===== src/rtl/register_file.sv =====
// Register-read stage: 31x32 integer register file with writeback bypass,
// per-register pending-write scoreboard and a 1-entry registered output slice.
module register_file #(
  parameter int XLEN     = 32,
  parameter int SB_CNT_W = 2,
  parameter int ID_W     = 32
) (
  input  logic                     i_clk,
  input  logic                     i_rst,
  input  logic                     i_idrf_tvalid,
  output logic                     o_idrf_tready,
  input  logic [ID_W-1:0]          i_idrf_tdata,
  output logic                     o_rfex_tvalid,
  input  logic                     i_rfex_tready,
  output logic [ID_W+2*XLEN-1:0]   o_rfex_tdata,
  input  logic                     i_wb_vld,
  input  logic [4:0]               i_wb_rd,
  input  logic [XLEN-1:0]          i_wb_data,
  input  logic                     i_invalidate
);

  localparam int                  OUT_W   = ID_W + 2 * XLEN;
  localparam logic [SB_CNT_W-1:0] CNT_MAX = {SB_CNT_W{1'b1}};

  // Decoded instruction layout: {opaque[ID_W-1:15], rd[14:10], rs2[9:5], rs1[4:0]}
  logic [4:0]          w_rs1;
  logic [4:0]          w_rs2;
  logic [4:0]          w_rd;
  logic                w_rs1_hit;
  logic                w_rs2_hit;
  logic                w_rd_hit;
  logic [XLEN-1:0]     w_rs1_data;
  logic [XLEN-1:0]     w_rs2_data;
  logic                w_rd_full;
  logic                w_hazard;
  logic                w_hs_in;

  logic [XLEN-1:0]     r_regs [32];
  logic [SB_CNT_W-1:0] r_cnt [32];
  logic [SB_CNT_W-1:0] w_cnt_nxt [32];
  logic                r_rfex_tvalid;
  logic [OUT_W-1:0]    r_rfex_tdata;

  // A source is busy while writes remain outstanding after this cycle's writeback.
  function automatic logic src_busy(input logic [4:0] rs, input logic [SB_CNT_W-1:0] cnt,
                                    input logic hit);
    return (rs != 5'd0) && (cnt > SB_CNT_W'(hit));
  endfunction

  assign w_rs1     = i_idrf_tdata[4:0];
  assign w_rs2     = i_idrf_tdata[9:5];
  assign w_rd      = i_idrf_tdata[14:10];
  assign w_rs1_hit = i_wb_vld && (i_wb_rd == w_rs1);
  assign w_rs2_hit = i_wb_vld && (i_wb_rd == w_rs2);
  assign w_rd_hit  = i_wb_vld && (i_wb_rd == w_rd);

  // Operand read with same-cycle writeback bypass; x0 always reads zero.
  always_comb begin
    w_rs1_data = {XLEN{1'b0}};
    w_rs2_data = {XLEN{1'b0}};
    if (w_rs1 == 5'd0) w_rs1_data = {XLEN{1'b0}};
    else if (w_rs1_hit) w_rs1_data = i_wb_data;
    else w_rs1_data = r_regs[w_rs1];
    if (w_rs2 == 5'd0) w_rs2_data = {XLEN{1'b0}};
    else if (w_rs2_hit) w_rs2_data = i_wb_data;
    else w_rs2_data = r_regs[w_rs2];
  end

  assign w_rd_full = (w_rd != 5'd0) && (r_cnt[w_rd] == CNT_MAX) && !w_rd_hit;
  assign w_hazard  = src_busy(w_rs1, r_cnt[w_rs1], w_rs1_hit)
                   | src_busy(w_rs2, r_cnt[w_rs2], w_rs2_hit) | w_rd_full;

  assign o_idrf_tready = i_rst && !i_invalidate && !w_hazard && (!r_rfex_tvalid || i_rfex_tready);
  assign w_hs_in       = i_idrf_tvalid && o_idrf_tready;

  // Scoreboard next state: issue increments, writeback decrements (saturating at 0).
  always_comb begin
    for (int r = 0; r < 32; r++) begin
      w_cnt_nxt[r] = r_cnt[r];
      case ({w_hs_in && (w_rd == 5'(r)), i_wb_vld && (i_wb_rd == 5'(r))})
        2'b10:   w_cnt_nxt[r] = r_cnt[r] + SB_CNT_W'(1'b1);
        2'b01:   w_cnt_nxt[r] = (r_cnt[r] == {SB_CNT_W{1'b0}}) ? {SB_CNT_W{1'b0}}
                                                                 : r_cnt[r] - SB_CNT_W'(1'b1);
        default: w_cnt_nxt[r] = r_cnt[r];
      endcase
    end
    w_cnt_nxt[0] = {SB_CNT_W{1'b0}};
  end

  // Scoreboard state; a flush discards all outstanding-write bookkeeping.
  always_ff @(posedge i_clk) begin
    for (int r = 0; r < 32; r++) begin
      if (!i_rst || i_invalidate) r_cnt[r] <= {SB_CNT_W{1'b0}};
      else r_cnt[r] <= w_cnt_nxt[r];
    end
  end

  // Register array: writeback is never blocked, x0 is not stored.
  always_ff @(posedge i_clk) begin
    if (i_wb_vld && (i_wb_rd != 5'd0)) r_regs[i_wb_rd] <= i_wb_data;
  end

  // Output slice: load on input handshake, clear on drain, reset or flush.
  always_ff @(posedge i_clk) begin
    if (!i_rst) begin
      r_rfex_tvalid <= 1'b0;
      r_rfex_tdata  <= {OUT_W{1'b0}};
    end else if (i_invalidate) begin
      r_rfex_tvalid <= 1'b0;
    end else if (w_hs_in) begin
      r_rfex_tvalid <= 1'b1;
      r_rfex_tdata  <= {i_idrf_tdata, w_rs1_data, w_rs2_data};
    end else if (i_rfex_tready) begin
      r_rfex_tvalid <= 1'b0;
    end else begin
      r_rfex_tvalid <= r_rfex_tvalid;
    end
  end

  assign o_rfex_tvalid = r_rfex_tvalid;
  assign o_rfex_tdata  = r_rfex_tdata;

endmodule


===== config.mk =====
export PLATFORM = sky130hd
export DESIGN_NAME = register_file
export DESIGN_NICKNAME = d
export VERILOG_FILES = /design/src/rtl/register_file.sv
export SDC_FILE = /design/constraint.sdc
export NUM_CORES = 2
export LEC_CHECK = 0
export CORE_ASPECT_RATIO = 1.1
export CORE_MARGIN = 2
export CORE_UTILIZATION = 51
export CTS_CLUSTER_SIZE = 25
export DETAILED_ROUTE_END_ITERATION = 16
export PLACE_DENSITY = 0.71
export SLEW_MARGIN = 10
export SYNTH_ARGS = -nofsm -noshare
export SYNTH_HDL_FRONTEND = slang
export SYNTH_SLANG_ARGS = --single-unit

===== constraint.sdc =====
create_clock -name i_clk -period 4.9 [get_ports i_clk]
set_input_delay 0.735 -clock i_clk [delete_from_list [all_inputs] [get_ports i_clk]]
set_output_delay 0.735 -clock i_clk [all_outputs]
set_load 0.01 [all_outputs]

==> results.yml <==
setup_path:
  cp-end-kind: "output pin"
  crit_family: "buffers and inverters"
  worst-r2r-setup-slack_ns: 1.06
  critPathMaxFanout: 16
  critPathKind: "in -> out"
  cpMostUsedCell: "mux4_2"
  path_buf_inv: 3
  startpoint_type: "input port"
  arrival_ns: 3.67
  cp_slowest_cell: "clkdlybuf4s50_1"
  critPathRequiredTime_ns: 4.16
  cp_slowest_stage_delay_ns: 0.53
  worstPathCellList: "clkdlybuf4s50_1 -> buf_12 -> mux4_2 -> mux4_2 -> o21ai_0 -> ha_1 -> o311ai_1 -> nor4_1 -> nand3_1 -> nor4_2 -> dlymetal6s2s_1"
synth:
  yosysWarnings: 0
  synth_flop_cell: "edfxtp_1"
  syn_area_um2: 56500
  netlist_instances: 3508
  synth_top_cell_by_area: "edfxtp_1"
  ys_ff_latch: 1183
  synth-seq-area-share_pct: 60.1
  yosysUniqueCellTypes: 59
  synth_async_sr_flop_share_pct: 0
  ys_top_cells_by_area: "edfxtp_1 54%, mux4_2 19%, dfxtp_1 5.6%"
  yosys.area.top_type_share_pct: 54.5
  synth_area_per_cell_um2: 16.1
  synth-edff-count: 1024
routing:
  remaining_drc_errors: 0
  initialDrtViolationCount: 4989
  dr.pass1.iters: 6
  routed_wl_um: 173000
  post_drt_wl_per_cell_um: 33.0
  route.vias.total: 36544
  ant_nets: 0
  viasPerCell: 6.97
floorplan:
  io_pins: 173
  fp.coreArea_um2: 110000
  dieWidth_um: 321
  initial_core_util_pct: 51.2
  fp-row-count: 128
  die_y_um: 353
  die_area_um2: 113000
clocking:
  tritoncts: "done"
  cts.sinks: 1183
  post_cts_buffers: 0
  htree_levels: 3
  clock_latency_ns: 0.71
  path_clk_slew_ns: 0.07
  numCtsBuffers: 113
  ctsLongestPathBuffers: 3
  cts-root-buf: "clkbuf_16"
cells_and_area:
  drive_gt1_share_pct: 22.8
  layout_commonest_cell: "edfxtp_1"
  final_cell_mix: "1024 x edfxtp_1, 480 x mux4_2, 240 x nand2_1, 220 x mux2i_1, 166 x clkdlybuf4s50_1"
  nNetsFinal: 3887
  diodes: 0
  fillers: 8154
  area_growth_pct: 14.0
  postLayoutCoreUtil_pct: 58.3
sta:
  min_period_over_period_pct: 90.0
  finClkSkew_ns: 0.0230
  tightestPinTransition_ns: 1.26
  setup_viol: 0
  period_needed_ns: 4.41
  final_hold_viol_count: 0
  rsz0062_at_grt: "no"
  slew_headroom_pct: 15.7
  totalNegativeSetupSlack_ns: 0
  drv_slew: 0
  max_freq_ghz: 0.227
pwr:
  internal-power_mw: 16.7
  peakVddDrop_v: 0.000303
  switching_share_pct: 23.3
  p_sw_mw: 5.05
  p_leak_nw: 21.4
  p_clk_share_pct: 39.3
  power_density_nw_per_um2: 337
  p_comb_share_pct: 9.3
  power_frac_seq_pct: 51.4
job:
  drv_cap: 0
grt:
  track_usage_pct: 30.3
  grt_pass1_vias: 36087
  grt_remaining_overflow: 0
  grt_first_pass_wirelength_um: 248000
  grt_max_degree: 145
  antenna_found_initial: 2
place:
  dp_hpwl_um: 99100
  globalplace.congestion: 0.937
  port_buffers: 172
hold_path:
  hold_class: "in -> reg"
status:
  outcome: "complete, no violations"
==> area by class of cell <==
type                    count  area, um2  share of cell area, %
flip-flops and latches   1183      33900                   52.7
multi-input cells        2025      21500                   33.4
repair buffers            338       3350                   5.21
clock buffers             158       3110                   4.83
well taps                1430       1790                   2.78
clock inverters            51        473                  0.735
inverters                  56        210                  0.327
==> metal layers <==
metal	part of all wire, %	vias up	GRT usage [%]
li1	-	14809	-
met1	35	18577	40.1
met2	47	2619	47.6
met3	12	535	6.23
met4	5.8	4	15.7
met5	0.018	-	0
==> registers in the layout, summed over array words and instances, names as in the netlist <==
register,cells
o_rfex_tdata,96
o_rfex_tvalid,1
r_cnt,62
r_regs,1024
==> cells in the mapped netlist (21+ instances only) <==
| cell | count |
|---|---|
| edfxtp_1 | 1024 |
| mux4_2 | 480 |
| nand2_1 | 240 |
| mux2i_1 | 220 |
| nor2_1 | 200 |
| dfxtp_1 | 159 |
| clkbuf_1 | 150 |
| a21oi_1 | 116 |
| ha_1 | 95 |
| o22ai_1 | 92 |
| a211oi_1 | 86 |
| a22o_1 | 77 |
| buf_2 | 76 |
| inv_1 | 55 |
| a22oi_1 | 52 |
| a221oi_1 | 50 |
| o21ai_0 | 47 |
| o221ai_1 | 38 |
| nand3_1 | 37 |
| buf_1 | 23 |
| buf_4 | 21 |
==> repair_timing <==
item / 4_1_cts / 5_1_grt
gates resized for setup: 0 / 2
setup endpoints to repair: 0 / 1
hold buffers: 0 / 0
==> power groups by stage <==
stage	Clock [mW]	Combinational (mW)	Sequential (mW)
6_report	8.54	2.01	11.2
2_1_floorplan	0	1.16	11.4
3_3_place_gp	0	1.96	11.4
3_5_place_dp	0	1.97	11.4
5_1_grt	9.00	2.10	11.2
4_1_cts	8.59	1.98	11.2
==> cells by family (layout without fill, tap and decap cells) <==
kind of cell / after synthesis / after routing / synth area share, %
compound gates: 590 / 590 / 7.29
other cells: 1 / 32 / 0.00664
flops: 1183 / 1183 / 60.1
fa+ha+maj: 95 / 95 / 2.11
mux: 705 / 705 / 23.1
xor+xnor: 15 / 15 / 0.233
simple gates: 588 / 588 / 4.55
buf+inv: 331 / 603 / 2.57
==> final timing paths <==
path | start | to | depth (start not counted)
max | i_idrf_tdata[2] | o_idrf_tready | 11
min | i_idrf_tdata[0] | o_rfex_tdata[64] | 3
max reg2reg | r_cnt[7][0] | r_cnt[23][1] | 16
min reg2reg | o_rfex_tdata[68] | o_rfex_tdata[68] | 2
==> per-stage QoR <==
step	hold slack [ns]	cell area, um2	worst slack, ns	total power [mW]	std cells
final	0.397	64400	0.491	21.7	5241
after global placement	0.441	60800	0.244	13.3	5032
after global routing	0.426	64400	0.357	22.3	5241
after CTS	0.372	64400	0.0531	21.7	5241
after floorplan	0.479	56600	0.0631	12.5	3539
after detailed placement	0.446	60800	0.0587	13.3	5032
==> worst min-delay path, stage by stage <==
cell and delay, ns:
buf_8 0.15, nand2_1 0.08, mux2i_1 0.06
Note: power is estimated with default switching activity, not from simulation.
